[src/rtl/fetch_ctrl_if.sv]
// Fetch-side bus bundle: instruction-memory request/response plus the
// presentation port into the instruction buffer.
interface fetch_ctrl_if;
  logic        imem_valid;
  logic [31:0] imem_addr;
  logic        imem_ready;
  logic [31:0] imem_rdata;
  logic [31:0] buf_pc;
  logic [31:0] buf_rdata;
  logic        buf_ready;
  logic        buf_clear;
  logic        buf_stall;

  modport master (
    output imem_valid, imem_addr,
    input  imem_ready, imem_rdata,
    output buf_pc, buf_rdata, buf_ready, buf_clear,
    input  buf_stall
  );

  modport slave (
    input  imem_valid, imem_addr,
    output imem_ready, imem_rdata,
    input  buf_pc, buf_rdata, buf_ready, buf_clear,
    output buf_stall
  );
endinterface

[src/rtl/fetch_ctrl.sv]
// Instruction-fetch front end: single-outstanding imem handshake, forwards
// each word with its PC to the instruction buffer, replays rejects, flushes on redirect.
module fetch_ctrl #(
  parameter logic [31:0] reset_pc = 32'h0
) (
  input  logic        clock,
  input  logic        reset,
  input  logic        redirect,
  input  logic [31:0] redirect_pc,
  fetch_ctrl_if.master bus
);

  typedef enum logic [1:0] {IDLE, ISSUE, WAIT, HOLD} state_t;

  state_t      state;
  logic [31:1] fpc;        // bit 0 of the fetch PC is always zero, so it is not stored
  logic        kill;
  logic        clear_q;
  logic [31:0] hold_data;

  logic [31:1] fpc_adv;
  logic        unused_redirect_lsb;

  assign fpc_adv             = {fpc[31:2] + 30'd1, 1'b0};
  assign unused_redirect_lsb = redirect_pc[0];

  // NOTE: all state below uses non-blocking assignments so every register
  // samples the pre-edge values regardless of statement order.
  always_ff @(posedge clock) begin
    if (!reset) begin
      state     <= IDLE;
      fpc       <= reset_pc[31:1];
      kill      <= 1'b0;
      clear_q   <= 1'b0;
      hold_data <= 32'h0;
    end else begin
      clear_q <= redirect;
      if (state == IDLE) begin
        // Reset acts as an implicit redirect to reset_pc.
        state   <= ISSUE;
        clear_q <= 1'b1;
      end else if (redirect) begin
        fpc <= redirect_pc[31:1];
        case (state)
          ISSUE: begin
            kill  <= 1'b1;
            state <= ISSUE;
          end
          WAIT: begin
            if (bus.imem_ready) begin
              kill  <= 1'b0;
              state <= ISSUE;
            end else begin
              // Stay put so the stale response is absorbed here.
              kill <= 1'b1;
            end
          end
          default: state <= ISSUE;
        endcase
      end else begin
        case (state)
          ISSUE: state <= WAIT;
          WAIT: begin
            if (bus.imem_ready) begin
              if (kill) begin
                kill  <= 1'b0;
                state <= ISSUE;
              end else if (!bus.buf_stall) begin
                fpc   <= fpc_adv;
                state <= ISSUE;
              end else begin
                hold_data <= bus.imem_rdata;
                state     <= HOLD;
              end
            end
          end
          HOLD: begin
            if (!bus.buf_stall) begin
              fpc   <= fpc_adv;
              state <= ISSUE;
            end
          end
          default: state <= IDLE;
        endcase
      end
    end
  end

  // Outputs are decoded from state so the response reaches the buffer in the
  // same cycle; buf_stall only feeds the registers above, never these outputs.
  always_comb begin
    // NOTE: every output gets a default first so no path infers a latch.
    bus.imem_valid = 1'b0;
    bus.imem_addr  = 32'h0;
    bus.buf_ready  = 1'b0;
    bus.buf_rdata  = 32'h0;
    bus.buf_pc     = 32'h0;
    bus.buf_clear  = reset && clear_q;
    if (reset && !redirect) begin
      case (state)
        ISSUE: begin
          bus.imem_valid = 1'b1;
          bus.imem_addr  = {fpc[31:2], 2'b00};
        end
        WAIT: begin
          if (bus.imem_ready && !kill) begin
            bus.buf_ready = 1'b1;
            bus.buf_rdata = bus.imem_rdata;
            bus.buf_pc    = {fpc, 1'b0};
          end
        end
        HOLD: begin
          bus.buf_ready = 1'b1;
          bus.buf_rdata = hold_data;
          bus.buf_pc    = {fpc, 1'b0};
        end
        default: ;
      endcase
    end
  end

endmodule

[src/flat_wrapper.sv]
// flat-port wrapper written by rule: the top's interface ports become plain ports
module fetch_ctrl_flat 
#(
  parameter logic [31:0] reset_pc = 32'h0
)
  (clock, reset, redirect, redirect_pc, bus_imem_valid, bus_imem_addr, bus_imem_ready, bus_imem_rdata, bus_buf_pc, bus_buf_rdata, bus_buf_ready, bus_buf_clear, bus_buf_stall);
  fetch_ctrl_if bus_i ();
  input  logic clock;
  input  logic reset;
  input  logic redirect;
  input  logic [31:0] redirect_pc;
  output wire logic [$bits(bus_i.imem_valid)-1:0] bus_imem_valid;
  output wire logic [$bits(bus_i.imem_addr)-1:0] bus_imem_addr;
  input wire logic [$bits(bus_i.imem_ready)-1:0] bus_imem_ready;
  input wire logic [$bits(bus_i.imem_rdata)-1:0] bus_imem_rdata;
  output wire logic [$bits(bus_i.buf_pc)-1:0] bus_buf_pc;
  output wire logic [$bits(bus_i.buf_rdata)-1:0] bus_buf_rdata;
  output wire logic [$bits(bus_i.buf_ready)-1:0] bus_buf_ready;
  output wire logic [$bits(bus_i.buf_clear)-1:0] bus_buf_clear;
  input wire logic [$bits(bus_i.buf_stall)-1:0] bus_buf_stall;
  assign bus_imem_valid = bus_i.imem_valid;
  assign bus_imem_addr = bus_i.imem_addr;
  assign bus_i.imem_ready = bus_imem_ready;
  assign bus_i.imem_rdata = bus_imem_rdata;
  assign bus_buf_pc = bus_i.buf_pc;
  assign bus_buf_rdata = bus_i.buf_rdata;
  assign bus_buf_ready = bus_i.buf_ready;
  assign bus_buf_clear = bus_i.buf_clear;
  assign bus_i.buf_stall = bus_buf_stall;
  fetch_ctrl #(.reset_pc(reset_pc)) u_core (.clock(clock), .reset(reset), .redirect(redirect), .redirect_pc(redirect_pc), .bus(bus_i));
endmodule
[config.mk]
export PLATFORM = sky130hd
export DESIGN_NAME = fetch_ctrl_flat
export DESIGN_NICKNAME = d
export VERILOG_FILES = /design/src/rtl/fetch_ctrl_if.sv /design/src/rtl/fetch_ctrl.sv /design/src/flat_wrapper.sv
export SDC_FILE = /design/constraint.sdc
export NUM_CORES = 1
export LEC_CHECK = 0
export ABC_AREA = 1
export ABC_CLOCK_PERIOD_IN_PS = 1900
export CORE_MARGIN = 2
export CORE_UTILIZATION = 41
export CTS_CLUSTER_DIAMETER = 50
export DETAILED_ROUTE_END_ITERATION = 7
export PLACE_DENSITY = 0.85
export SLEW_MARGIN = 20
export SYNTH_ARGS = -nofsm -noshare
export SYNTH_HDL_FRONTEND = slang
export SYNTH_SLANG_ARGS = --single-unit
export TNS_END_PERCENT = 10
[constraint.sdc]
create_clock -name clock -period 1.9 [get_ports clock]
set_clock_uncertainty 0.15 [all_clocks]
set_input_delay 0.38 -clock clock [delete_from_list [all_inputs] [get_ports clock]]
set_output_delay 0.38 -clock clock [all_outputs]
set_load 0.03 [all_outputs]
==> metrics.txt, run 1 <==
Total GRT Usage 24.33%; Util after Layout 67.16%; leakage power 2.508 nW; CP Class reg2out; row count 38; crit-path cells inv_2, ha_4, nand2_4, nor2_4, inv_2, a21oi_4, inv_6, buf_12, nor2_4, buf_6; ratio of cells with drive above 1 in the final layout 26.46%; CTS buffer count 9; Post-Synthesis Cells 777; max-cap violation count 0; FF/Latch Area 1348 sq um; post-layout instance area 7184 sq um; Seq/Total Area, Yosys 30.13%; core footprint 10,700 sq um; Routed Wire Length 14,890 microns; failing checks negative setup slack; Final WS setup -0.4180 ns; vias 5,550; maximum vdd drop 0.0003698 V; CP max stage delay 0.32 ns; pin count of the biggest net entering global routing 65; Ys Warns 0; Placed Instance Area 6540 sq um; Worst Setup Start Kind flop; die area 11,710 sq um; final hold violations 0; Initial Util 41.61%; routability-driven placement congestion ratio 0.9552; initial DRC count 343; WP data required 1.37 ns; hold path startpoint u_core.hold_data[22]$_SDFFE_PN0P_; Hold Crit Class reg2reg; post-route ant nets 0; chip height 108.2 microns; CTS Sinks 67; crit-path max FO 10; Cell variety after synth 34; Area Growth Syn to Fin 61.38%; Post-Syn Area 4452 sq um; Slew Viols, Final 0; commonest non-fill, non-tap cell in the layout nand2_1; final setup fails 95; Mapped Avg Cell Area 5.729 sq um; H-tree levels 3; Hold EP u_core.hold_data[22]$_SDFFE_PN0P_; fin crit share 122.0%; post-layout min period 2.318 ns; gr ovfl total 0; Die W 108.2 microns; critical path arrival 1.79 ns; status complete, but fails checks; Crit. End Element primary output; R2R depth 8; Via density 5.041; FF-to-FF setup slack 0.06 ns; Hold Buf Count CTS 0; Slowest-stage cell, CP dfxtp_2; Hold Path Cell Cnt 2; wire per inst 13.52 microns; Cell Pwr Density 458.8 nW/um^2; Clock Latency Late Sink 0.34 ns; CTS tree built; FMAX 431.4 MHz; I/O pin count 168; fillcell total 928; DRC Markers 0; DPL Wire Length 10,500 microns; Hold WS 0.2971 ns; Crit Reg-Reg Endpoint u_core.hold_data[16]$_SDFFE_PN0P_; first-pass GRT wire length 22,950 microns; CTS Root Buffer Type clkbuf_8; area of the multi-input gates 3038 sq um; synthesis-stage register bit count 67; most frequent cells in the layout nand2_1, nor2_1, inv_1, buf_4, a21oi_1; RSZ-0062 raised after global routing true; R2R Path Start u_core.state[1]$_SDFFE_PP0P_; # port buffers 163; number of global-route vias before repair 5,056; antenna violations before repair 1; Clock Tree Buf Depth 2; Nets 1,031; clock-pin slew of the registers on the worst-case setup and hold paths 0.07 ns; DRT Pass-1 Iters 5
[critical path, delay by kind of cell, from the launching register on]
| family | cells | cell delay [ns] |
|---|---|---|
| buffers and inverters | 5 | 0.53 |
| DFF | 1 | 0.32 |
| and+or+nand+nor | 3 | 0.28 |
| AOI/OAI and AO/OA | 1 | 0.17 |
| adders and majority gates | 1 | 0.14 |
[sequential cells by signal, summed over array words and instances, names as in the netlist]
signal	count
u_core.hold_data	32
u_core.fpc	31
u_core.state	2
u_core.clear_q	1
u_core.kill	1
[stage by stage]
| stage | worst slack, ns | power, mW | setup TNS [ns] | std cells |
|---|---|---|---|---|
| 6_report | -0.4180 | 3.296 | -26.58 | 1101 |
| 5_1_grt | -0.5163 | 3.442 | -36.46 | 1101 |
| 4_1_cts | -0.4288 | 3.300 | -32.26 | 1100 |
| 3_5_place_dp | -0.5104 | 2.086 | -54.55 | 1083 |
| 3_3_place_gp | -0.4949 | 2.079 | -52.55 | 1083 |
| 2_1_floorplan | -0.2406 | 1.798 | -13.80 | 779 |
[repair_timing]
action,4_1_cts,5_1_grt
pin swaps,2,1
endpoints found under the setup margin,100,159
gates cloned,1,0
setup buffers,1,0
resized for setup,25,96
[worst max-delay path by stage]
stage | start | endpoint | slack, ns | cells after the start
detailed placement | bus_imem_ready | bus_buf_pc[10] | -0.51 | 9
CTS | u_core.state[0]$_SDFFE_PN0P_ | bus_buf_pc[27] | -0.43 | 10
floorplan | u_core.state[0]$_SDFFE_PN0P_ | bus_buf_pc[10] | -0.24 | 9
global placement | bus_imem_ready | bus_buf_pc[11] | -0.49 | 9
finish | u_core.state[0]$_SDFFE_PN0P_ | bus_buf_pc[11] | -0.42 | 10
global route | u_core.state[0]$_SDFFE_PN0P_ | bus_buf_pc[11] | -0.52 | 10
[power by group]
part	switching, mW	internal, mW	total (mW)	leakage (nW)
combinational	0.324	0.280	0.604	1.86
clock	0.544	0.671	1.22	0.0995
sequential	0.0368	1.44	1.48	0.544
total	0.905	2.39	3.30	2.51
[cell usage after synthesis, drive strengths merged]
| library cell | n | area share (%) |
|---|---|---|
| nand2 | 219 | 19 |
| nor2 | 142 | 13 |
| a21oi | 100 | 11 |
| inv | 83 | 7.1 |
| dfxtp | 67 | 30 |
| o21ai | 56 | 6.4 |
| nand3 | 35 | 3.9 |
| clkbuf | 28 | 2.4 |
| buf | 16 | 1.9 |
| ha | 6 | 1.7 |
| nand4 | 5 | 0.70 |
| a211oi | 4 | 0.79 |
| and2 | 3 | 0.42 |
| a22oi | 2 | 0.34 |
| a31oi | 2 | 0.28 |
| nor3 | 2 | 0.22 |
| o21a | 2 | 0.34 |
| conb | 1 | 0.084 |
| o221a | 1 | 0.25 |
| o22ai | 1 | 0.14 |
| o31ai | 1 | 0.17 |
| or2 | 1 | 0.14 |
[final cells by class]
cell class                 count  share of cell area (%)
timing repair buffer         210                   29.35
clock inverter                 2                  0.4876
inverter                      83                   4.441
tap                          140                   2.438
sequential                    67                   18.76
clock buffer                  13                   2.212
antenna                        1                 0.03483
multi-input combinational    585                   42.28
[logic make-up after synthesis]
group | after synthesis | synth area share [%]
adder cells (fa/ha/maj) | 6 | 1.686
flip-flops | 67 | 30.13
buffers and inverters | 127 | 11.30
AND/OR/NAND/NOR | 407 | 36.79
AO/OA/AOI/OAI | 169 | 20.01
other | 1 | 0.08424
[routing by layer]
layer  part of all wire (%)  vias to the layer above  global-route usage [%]
li1                       -                     2811                       -
met1                     39                     2468                   28.78
met4                    1.9                        0                   10.07
met2                     50                      243                   42.54
met3                    8.8                       28                   5.304
met5                      0                        -                       0
Power figures use the tool's default switching activity.
==> run 2: changes to the inputs <==
--- a/config.mk
+++ b/config.mk
@@ -6,13 +6,13 @@
 export NUM_CORES = 1
 export LEC_CHECK = 0
 export ABC_AREA = 1
-export ABC_CLOCK_PERIOD_IN_PS = 1900
+export ABC_CLOCK_PERIOD_IN_PS = 2000
 export CORE_MARGIN = 2
 export CORE_UTILIZATION = 41
 export CTS_CLUSTER_DIAMETER = 50
 export DETAILED_ROUTE_END_ITERATION = 7
 export PLACE_DENSITY = 0.85
-export SLEW_MARGIN = 20
+export SLEW_MARGIN = 25
 export SYNTH_ARGS = -nofsm -noshare
 export SYNTH_HDL_FRONTEND = slang
 export SYNTH_SLANG_ARGS = --single-unit
==> constraint.sdc (replaced) <==
create_clock -name clock -period 2 [get_ports clock]
set_clock_uncertainty 0.15 [all_clocks]
set_input_delay 0.4 -clock clock [delete_from_list [all_inputs] [get_ports clock]]
set_output_delay 0.4 -clock clock [all_outputs]
set_load 0.03 [all_outputs]
==> run 2 against run 1 <==
Effect of this change:
- the run still ends with negative setup slack left
- final cell count unchanged
- largest power group unchanged
- die area did not move
- hold slack improved by 0.0022 ns
- power fell by 0.43%
- combinational power is 7.5% lower
==> metrics.txt, run 2 (same netlist as run 1, synthesis figures left out) <==
ratio of cells with drive above 1 in the final layout 24.06%; setup_tns -22.38 ns; CP max stage delay 0.38 ns; Initial Util 41.61%; WP data required 1.45 ns; critical path arrival 1.76 ns; leakage power 2.523 nW; CP Class reg2out; CP most frequent cell nor2_4; die area 11,710 sq um; I/O pin count 168; post-route ant nets 0; routability-driven placement congestion ratio 0.9470; RSZ-0062 raised after global routing true; area of the multi-input gates 2958 sq um; commonest non-fill, non-tap cell in the layout nand2_1; final setup fails 95; largest registers u_core.hold_data (32), u_core.fpc (31), u_core.state (2); Hold Crit Class reg2reg; Placed Instance Area 6505 sq um; Clock Latency Late Sink 0.35 ns; pin count of the biggest net entering global routing 65; maximum vdd drop 0.0003631 V; CTS buffer count 9; crit-path cells ha_4, nand2_4, nor2_4, inv_2, a21oi_4, inv_6, buf_12, nor2_4, buf_6; fillcell total 923; antenna violations before repair 1; wire per inst 13.61 microns; chip height 108.2 microns; register with the most flip-flops u_core.hold_data; FF-to-FF setup slack 0.06 ns; gr ovfl total 0; CTS tree built; max-cap violation count 0; Hold Buf Count CTS 0; CTS Sinks 67; Die W 108.2 microns; # port buffers 163; Total GRT Usage 25.24%; Area Growth Syn to Fin 60.17%; FF/Latch Area 1346 sq um; Via density 5.091; Worst Setup Start Kind flop; total chip power 3.282 mW; core footprint 10,700 sq um; DPL Wire Length 10,330 microns; Routed Wire Length 14,990 microns; Crit. End Element primary output; clock-pin slew of the registers on the worst-case setup and hold paths 0.08 ns; Clock Tree Buf Depth 2; fin crit share 115.7%; first-pass GRT wire length 23,830 microns; Slowest-stage cell, CP dfxtp_4; initial DRC count 236; CTS Root Buffer Type clkbuf_8; DRT Pass-1 Iters 8; crit-path max FO 7; post-layout min period 2.314 ns; Cell Pwr Density 460.3 nW/um^2; status complete, but fails checks; number of global-route vias before repair 5,097; post-layout instance area 7131 sq um; vias 5,605; FMAX 432.1 MHz; H-tree levels 3; Slew Viols, Final 0; DRC Markers 0; most frequent cells in the layout nand2_1, nor2_1, a21oi_1, buf_4, inv_1; Largest register FFs 32; Hold WS 0.2994 ns; Final WS setup -0.3143 ns; failing checks negative setup slack; Nets 1,030; row count 38; final hold violations 0
==> run 2: cell types whose count changed in the layout (fill, tap and decap cells not counted), moves of 2 or more <==
cell | previous run | this run
a21oi_1 | 67 | 85
a21oi_2 | 31 | 14
buf_6 | 61 | 50
buf_4 | 71 | 79
nor2_1 | 98 | 102
nor2_2 | 8 | 5
buf_12 | 8 | 10
buf_8 | 2 | 0
==> run 2: per-stage QoR <==
step / cells / setup slack (ns) / util, %
6_report: 1101 / -0.3143 / 66.66
3_5_place_dp: 1075 / -0.4631 / 60.81
2_1_floorplan: 779 / -0.1606 / -
3_3_place_gp: 1075 / -0.4380 / 60.81
5_1_grt: 1101 / -0.3854 / 66.66
4_1_cts: 1098 / -0.3088 / 65.93
==> run 2: cell type report <==
type	instances	area share, %
Antenna cell	1	0.03509
Tap cell	140	2.457
Timing Repair Buffer	209	29.50
Clock inverter	5	1.193
Sequential cell	67	18.88
Clock buffer	11	1.983
Multi-Input combinational cell	585	41.48
Inverter	83	4.474
==> run 2: per-layer routing <==
layer	global-route usage, %	part of all wire [%]	vias to the layer above	wire (microns)
met2	42.99	48	236	7267
li1	-	-	2810	-
met4	13.10	3.6	0	547
met5	0	0	-	0
met3	5.485	8.4	48	1257
met1	29.71	39	2511	5916
==> run 2: critical path, delay by kind of cell (launching register included) <==
kind | cells | cell delay, ns
flip-flops | 1 | 0.38
AND/OR/NAND/NOR | 3 | 0.24
adder cells (fa/ha/maj) | 1 | 0.16
buffers and inverters | 4 | 0.47
AO/OA/AOI/OAI | 1 | 0.18
==> run 2: power breakdown <==
part	total, mW	internal [mW]	leakage, nW	switching (mW)
combinational	0.559	0.261	1.87	0.298
clock	1.32	0.744	0.110	0.574
sequential	1.41	1.37	0.544	0.0384
==> run 2: worst paths after layout <==
kind                                       end                               from  cells past startpoint
max                             bus_buf_pc[11]       u_core.state[1]$_SDFFE_PP0P_                      9
min          u_core.hold_data[25]$_SDFFE_PN0P_  u_core.hold_data[25]$_SDFFE_PN0P_                      2
max reg2reg         u_core.fpc[8]$_SDFFE_PN0P_         u_core.fpc[3]$_SDFFE_PN0P_                      7
min reg2reg  u_core.hold_data[25]$_SDFFE_PN0P_  u_core.hold_data[25]$_SDFFE_PN0P_                      2
==> run 2: what timing repair did <==
| item | CTS | global route |
|---|---|---|
| setup buffers | 5 | 1 |
| setup endpoints to repair | 97 | 110 |
| pin swaps | 3 | 2 |
| cloned | 2 | 1 |
| endpoints found under the hold margin | 0 | 0 |
| gates resized for setup | 68 | 13 |
==> run 3: changes to the inputs <==
--- a/config.mk
+++ b/config.mk
@@ -11,6 +11,7 @@
 export CORE_UTILIZATION = 41
 export CTS_CLUSTER_DIAMETER = 50
 export DETAILED_ROUTE_END_ITERATION = 7
+export GPL_TIMING_DRIVEN = 1
 export PLACE_DENSITY = 0.85
 export SLEW_MARGIN = 25
 export SYNTH_ARGS = -nofsm -noshare
==> results of run 3 <==
Final layout, timing and power as in run 2 (identical DEF).
